`src/rtl/tile_skew_feeder_if.sv`:
```
// Beat handshake between the wavefront source and the skew feeder.
// One unskewed A column and B row per accepted beat.
interface tile_skew_feeder_if #(
  parameter int N = 8,
  parameter int W = 16
);
  logic           IN_VALID;
  logic           IN_READY;
  logic [N*W-1:0] A_COL;
  logic [N*W-1:0] B_ROW;

  modport master (
    output IN_VALID,
    output A_COL,
    output B_ROW,
    input  IN_READY
  );

  modport slave (
    input  IN_VALID,
    input  A_COL,
    input  B_ROW,
    output IN_READY
  );
endinterface

```
`src/rtl/tile_skew_feeder.sv`:
```
// Skews unskewed A/B wavefronts onto the west and north edges of the
// systolic tile, then zero-drains it; the tile steps only on advance.
module tile_skew_feeder #(
  parameter int N         = 8,
  parameter int W         = 16,
  parameter int KW        = 8,
  parameter int DRAIN_LEN = 3*N-1
) (
  input  logic                CLK,
  input  logic                RST,
  input  logic                START,
  input  logic [KW-1:0]       K_LEN,
  tile_skew_feeder_if.slave   feed,
  output logic [N*W-1:0]      R_X,
  output logic [N*W-1:0]      C_X,
  output logic                TILE_EN,
  output logic                BUSY,
  output logic                DONE
);

  localparam int TOT = N*(N+1)/2;
  localparam logic [5:0] DRAIN_LAST = 6'(DRAIN_LEN-1);

  typedef enum logic [1:0] {
    S_IDLE,
    S_FEED,
    S_DRAIN,
    S_DONE
  } state_t;

  state_t              state_q, state_d;
  logic [KW-1:0]       k_len_q, k_len_d;
  logic [KW-1:0]       beat_q, beat_d;
  logic [5:0]          drain_q, drain_d;
  // Triangular storage: lane i owns entries i*(i+1)/2 .. +i
  logic [TOT-1:0][W-1:0] sa_q, sa_d;
  logic [TOT-1:0][W-1:0] sb_q, sb_d;
  logic                advance;
  logic                clr;

  always_comb begin
    state_d = state_q;
    k_len_d = k_len_q;
    beat_d  = beat_q;
    drain_d = drain_q;
    advance = 1'b0;
    clr     = 1'b0;
    unique case (state_q)
      S_IDLE: begin
        if (START) begin
          clr     = 1'b1;
          k_len_d = K_LEN;
          beat_d  = '0;
          drain_d = '0;
          state_d = (K_LEN == '0) ? S_DONE : S_FEED;
        end
      end
      S_FEED: begin
        if (feed.IN_VALID) begin
          advance = 1'b1;
          if (beat_q == k_len_q - 1'b1) begin
            state_d = S_DRAIN;
          end else begin
            beat_d = beat_q + 1'b1;
          end
        end
      end
      S_DRAIN: begin
        advance = 1'b1;
        if (drain_q == DRAIN_LAST) begin
          state_d = S_DONE;
        end else begin
          drain_d = drain_q + 6'd1;
        end
      end
      S_DONE: begin
        state_d = S_IDLE;
      end
      default: begin
        state_d = S_IDLE;
      end
    endcase
  end

  always_comb begin
    sa_d = sa_q;
    sb_d = sb_q;
    if (clr) begin
      sa_d = '0;
      sb_d = '0;
    end else if (advance) begin
      for (int i = 0; i < N; i++) begin
        for (int d = i; d > 0; d--) begin
          sa_d[i*(i+1)/2 + d] = sa_q[i*(i+1)/2 + d - 1];
          sb_d[i*(i+1)/2 + d] = sb_q[i*(i+1)/2 + d - 1];
        end
        // Drain shifts zeros in behind the last wavefront
        sa_d[i*(i+1)/2] = (state_q == S_FEED) ?
                          feed.A_COL[i*W +: W] : '0;
        sb_d[i*(i+1)/2] = (state_q == S_FEED) ?
                          feed.B_ROW[i*W +: W] : '0;
      end
    end
  end

  always_comb begin
    R_X = '0;
    C_X = '0;
    for (int i = 0; i < N; i++) begin
      R_X[i*W +: W] = sa_q[i*(i+1)/2 + i];
      C_X[i*W +: W] = sb_q[i*(i+1)/2 + i];
    end
  end

  assign feed.IN_READY = (state_q == S_FEED);
  assign TILE_EN       = advance;
  assign BUSY          = (state_q == S_FEED) || (state_q == S_DRAIN);
  assign DONE          = (state_q == S_DONE);

  always_ff @(posedge CLK) begin
    if (RST) begin
      state_q <= S_IDLE;
      k_len_q <= '0;
      beat_q  <= '0;
      drain_q <= '0;
      sa_q    <= '0;
      sb_q    <= '0;
    end else begin
      state_q <= state_d;
      k_len_q <= k_len_d;
      beat_q  <= beat_d;
      drain_q <= drain_d;
      sa_q    <= sa_d;
      sb_q    <= sb_d;
    end
  end

endmodule

```
`src/flat_wrapper.sv`:
```
// flat-port wrapper written by rule: the top's interface ports become plain ports
module tile_skew_feeder_flat 
#(
  parameter int N         = 8,
  parameter int W         = 16,
  parameter int KW        = 8,
  parameter int DRAIN_LEN = 3*N-1
)
  (CLK, RST, START, K_LEN, R_X, C_X, TILE_EN, BUSY, DONE, feed_IN_VALID, feed_A_COL, feed_B_ROW, feed_IN_READY);
  tile_skew_feeder_if #(.N(N), .W(W)) feed_i ();
  input  logic CLK;
  input  logic RST;
  input  logic START;
  input  logic [KW-1:0] K_LEN;
  output logic [N*W-1:0] R_X;
  output logic [N*W-1:0] C_X;
  output logic TILE_EN;
  output logic BUSY;
  output logic DONE;
  input wire logic [$bits(feed_i.IN_VALID)-1:0] feed_IN_VALID;
  input wire logic [$bits(feed_i.A_COL)-1:0] feed_A_COL;
  input wire logic [$bits(feed_i.B_ROW)-1:0] feed_B_ROW;
  output wire logic [$bits(feed_i.IN_READY)-1:0] feed_IN_READY;
  assign feed_i.IN_VALID = feed_IN_VALID;
  assign feed_i.A_COL = feed_A_COL;
  assign feed_i.B_ROW = feed_B_ROW;
  assign feed_IN_READY = feed_i.IN_READY;
  tile_skew_feeder #(.N(N), .W(W), .KW(KW), .DRAIN_LEN(DRAIN_LEN)) u_core (.CLK(CLK), .RST(RST), .START(START), .K_LEN(K_LEN), .feed(feed_i), .R_X(R_X), .C_X(C_X), .TILE_EN(TILE_EN), .BUSY(BUSY), .DONE(DONE));
endmodule
```
`config.mk`:
```
export PLATFORM = sky130hd
export DESIGN_NAME = tile_skew_feeder_flat
export DESIGN_NICKNAME = d
export VERILOG_FILES = /design/src/rtl/tile_skew_feeder_if.sv /design/src/rtl/tile_skew_feeder.sv /design/src/flat_wrapper.sv
export SDC_FILE = /design/constraint.sdc
export NUM_CORES = 2
export LEC_CHECK = 0
export BUFFER_PORTS_ARGS = -buffer_cell sky130_fd_sc_hd__buf_2
export CAP_MARGIN = 20
export CORE_MARGIN = 5
export CORE_UTILIZATION = 60
export CTS_BUF_LIST = sky130_fd_sc_hd__clkbuf_16
export DETAILED_ROUTE_END_ITERATION = 10
export PLACE_DENSITY_LB_ADDON = 0.12
export SYNTH_ARGS = -nofsm -noshare
export SYNTH_HDL_FRONTEND = slang
export SYNTH_SLANG_ARGS = --single-unit
```
`constraint.sdc`:
```
create_clock -name CLK -period 3.7 [get_ports CLK]
set_clock_uncertainty 0.1 [all_clocks]
set_input_delay 1.11 -clock CLK [delete_from_list [all_inputs] [get_ports CLK]]
set_output_delay 1.11 -clock CLK [all_outputs]
set_load 0.02 [all_outputs]
```
==> results.tsv <==
metric	value	unit
postSynth.topFlopCell	sky130_fd_sc_hd__dfxtp_1	
clkSinkCount	1176	
multi_input_comb_area	15700	um^2
design.portCount	528	
final_nets	5777	
yosysWarnings	0	
finalWorstSetupSlack	0.379	ns
critPathKind	reg2out	
viasPerCell	5.20	
drv.max_cap_violation_count	0	
synth_seq_area_share	0.550	
critPathCaptureType	output pin	
met2_wirelength	44600	um
timing_limited_maximum_frequency	0.301	GHz
highest_ir_drop_seen_on_vdd	439	uV
drcViolationCount	0	
syn-cell-area	42800	um^2
synth_edf_count	0	
root_buffer_selected_by_cts	sky130_fd_sc_hd__clkbuf_16	
outcome	completed	
number_of_global_route_vias_before_repair	30700	
rows	98	
finalSetupViolCount	0	
drive_gt1_frac	0.137	
tritoncts	done	
finalCritPeriodShare	0.898	
avgSynthCellArea	7.83	um^2
post_cts_buffers	0	
antenna_violating_nets_post_route	0	
slew_viol_final	0	
transition_at_the_pin_with_the_smallest_max_transition_slack	0.809	ns
dr_total_vias	34100	
drt-initial-drc-count	2790	
placement.cell_area	44000	um^2
syn-instance-count	5464	
fillers	6198	
cts.repair.resized	0	
cts_inserted_buffers	115	
clock_latency_on_the_worst_skew_pair	0.66	ns
highest_layer	met5	
grt_setup_unrepaired	false	
period_minus_slack	3.32	ns
met3RoutedLength	4520	um
initial_core_util	0.602	
gp_routability_congestion	0.816	
cp_data_required_time	2.49	ns
dpl.hpwl	57700	um
timing.critical_path.fanout_max	12	
wl_met1	41200	um
timing.setup.tns	0	ns
ys_ff_latch	1176	
top_cells_by_area_in_the_synthesized_netlist	sky130_fd_sc_hd__dfxtp_1 (55%), sky130_fd_sc_hd__nand2_1 (18%), sky130_fd_sc_hd__a21oi_1 (14%)	
floorplan.die_area	76700	um^2
distinct_cell_type_count_after_synthesis	45	
final-seq-area	23500	um^2
async_reset_ff_frac	0	
worst_setup_path_start_kind	register	
arrival_worst_endpoint	2.11	ns
yosysTopAreaCell	sky130_fd_sc_hd__dfxtp_1	
clock_tree.htree_level_count	3	
fp.dieH	277	um
initial_antenna_violation_count	13	
cts-root-to-sink-buffers	3	
detailedRoute.firstPassIterationCount	6	
width_of_the_die	277	um
path_clk_slew	0.06	ns
finalHoldViolCount	0	
fp.coreArea	71100	um^2
leakage	16.2	nW
cts_hold_buffers	0	
placement.setup.worst_slack	0.409	ns
hold_path_class	reg2reg	
postSynthNetCount	5740	
wire_length_of_the_first_global_routing_pass	153000	um
final_area	47600	um^2
grt_start_max_net_pins	181	
p_per_area	562	nW/um^2
detail_route.wirelength	93300	um
portBuffers	527	
gr-total-overflow	0	
timing.max_slew.rel_slack	0.460	
synthToLayoutAreaGrowth	11.4	%
grtUsageTotal	0.230	
routedWlPerCell	14.2	um
yosys.area.top_type_share	0.550	
[state kept, by name, summed over array words and instances (netlist names)]
name,flops
u_core.beat_q,8
u_core.k_len_q,8
u_core.C_X,128
u_core.state_q,2
u_core.drain_q,6
u_core.R_X,128
u_core.sb_q,448
u_core.sa_q,448
[synthesized netlist by cell type, types with 2 or more instances]
master / count
sky130_fd_sc_hd__a21o_1: 3
sky130_fd_sc_hd__a21oi_1: 1173
sky130_fd_sc_hd__a31oi_1: 3
sky130_fd_sc_hd__buf_1: 40
sky130_fd_sc_hd__buf_2: 10
sky130_fd_sc_hd__buf_4: 256
sky130_fd_sc_hd__clkbuf_1: 364
sky130_fd_sc_hd__dfxtp_1: 1176
sky130_fd_sc_hd__ha_1: 8
sky130_fd_sc_hd__inv_1: 8
sky130_fd_sc_hd__nand2_1: 2077
sky130_fd_sc_hd__nand2b_1: 3
sky130_fd_sc_hd__nand3_1: 262
sky130_fd_sc_hd__nand3b_1: 2
sky130_fd_sc_hd__nand4_1: 4
sky130_fd_sc_hd__nand4b_1: 2
sky130_fd_sc_hd__nor2_1: 15
sky130_fd_sc_hd__nor4_1: 4
sky130_fd_sc_hd__o21a_1: 2
sky130_fd_sc_hd__o21ai_0: 9
sky130_fd_sc_hd__o31ai_1: 3
sky130_fd_sc_hd__or2_2: 2
sky130_fd_sc_hd__or3_2: 2
sky130_fd_sc_hd__or4_1: 2
sky130_fd_sc_hd__xnor2_1: 10
sky130_fd_sc_hd__xor2_1: 5
[path summary, 6_finish.rpt]
kind / startpoint / to / cells past startpoint / slack [ns]
setup / recovery: u_core.state_q[0]$_SDFFE_PP0P_ / TILE_EN / 5 / 0.38
hold / removal: u_core.sb_q[415]$_SDFFE_PP0P_ / u_core.sb_q[431]$_SDFFE_PP0P_ / 2 / 0.34
setup reg to reg: u_core.state_q[0]$_SDFFE_PP0P_ / u_core.sb_q[342]$_SDFFE_PP0P_ / 8 / 0.94
hold reg to reg: u_core.sb_q[415]$_SDFFE_PP0P_ / u_core.sb_q[431]$_SDFFE_PP0P_ / 2 / 0.34
[layer usage]
layer,global-route usage,vias to the layer above
met2,0.375,663
met1,0.308,15700
li1,-,17500
met5,0,-
met3,0.0412,163
met4,0.0840,4
[metrics by stage]
stage               hold slack, ns  utilization  std cells  power, mW
floorplan                    0.332            -       5464       15.0
global placement             0.334        0.619       6334       16.0
detailed placement           0.340        0.619       6334       16.0
CTS                          0.340        0.670       6540       27.0
global route                 0.354        0.670       6548       27.9
finish                       0.341        0.670       6550       26.8
[cell usage in the layout (no fill, tap or decap), drive strengths merged, types with 2 or more instances in the layout]
| cell | Yosys | layout |
|---|---|---|
| inv | 9 | 36 |
| a21oi | 1173 | 1173 |
| xnor2 | 10 | 10 |
| nor4 | 5 | 5 |
| nand2b | 3 | 3 |
| nand4b | 2 | 2 |
| diode | 0 | 10 |
| ha | 8 | 8 |
| o21a | 2 | 2 |
| o31ai | 3 | 3 |
| a21o | 4 | 4 |
| and2 | 2 | 2 |
| nand4 | 4 | 4 |
| or2 | 2 | 2 |
| clkinvlp | 0 | 2 |
| and3 | 2 | 2 |
| nand2 | 2077 | 2077 |
| clkbuf | 365 | 116 |
| a31oi | 3 | 3 |
| bufinv | 0 | 10 |
| or4 | 2 | 2 |
| buf | 307 | 592 |
| nor2 | 15 | 15 |
| or3 | 2 | 2 |
| nand3b | 2 | 2 |
| xor2 | 5 | 5 |
| nand3 | 262 | 262 |
| o211ai | 2 | 2 |
| clkinv | 0 | 51 |
| o21ai | 10 | 10 |
| dfxtp | 1176 | 1176 |
[where the power goes]
part / switching, mW / total [mW] / internal (mW)
Sequential: 0.0443 / 12.8 / 12.7
Clock: 4.74 / 11.1 / 6.36
Combinational: 2.32 / 2.91 / 0.588
[critical path, cell delays in order (launching register included)]
cell	delay, ns
sky130_fd_sc_hd__dfxtp_1	0.44
sky130_fd_sc_hd__inv_1	0.10
sky130_fd_sc_hd__ha_1	0.44
sky130_fd_sc_hd__o21ai_4	0.14
sky130_fd_sc_hd__inv_8	0.16
sky130_fd_sc_hd__buf_2	0.19
[layout make-up]
cell class / count / area share
flip-flops and latches: 1176 / 0.494
diodes: 10 / 0.000525
well taps: 950 / 0.0249
clock buffers: 116 / 0.0609
repair buffers: 592 / 0.0743
multi-input cells: 3607 / 0.330
clock inverters: 90 / 0.0145
inverters: 9 / 0.000867
[cells by family after synthesis]
kind of cell             share of synthesized area
AND/OR/NAND/NOR                              0.219
XOR/XNOR                                   0.00307
buffers and inverters                       0.0829
adder cells (fa/ha/maj)                    0.00234
flip-flops                                   0.550
multiplexers                              0.000234
AO/OA/AOI/OAI                                0.142
Note: power is estimated with default switching activity, not from simulation.
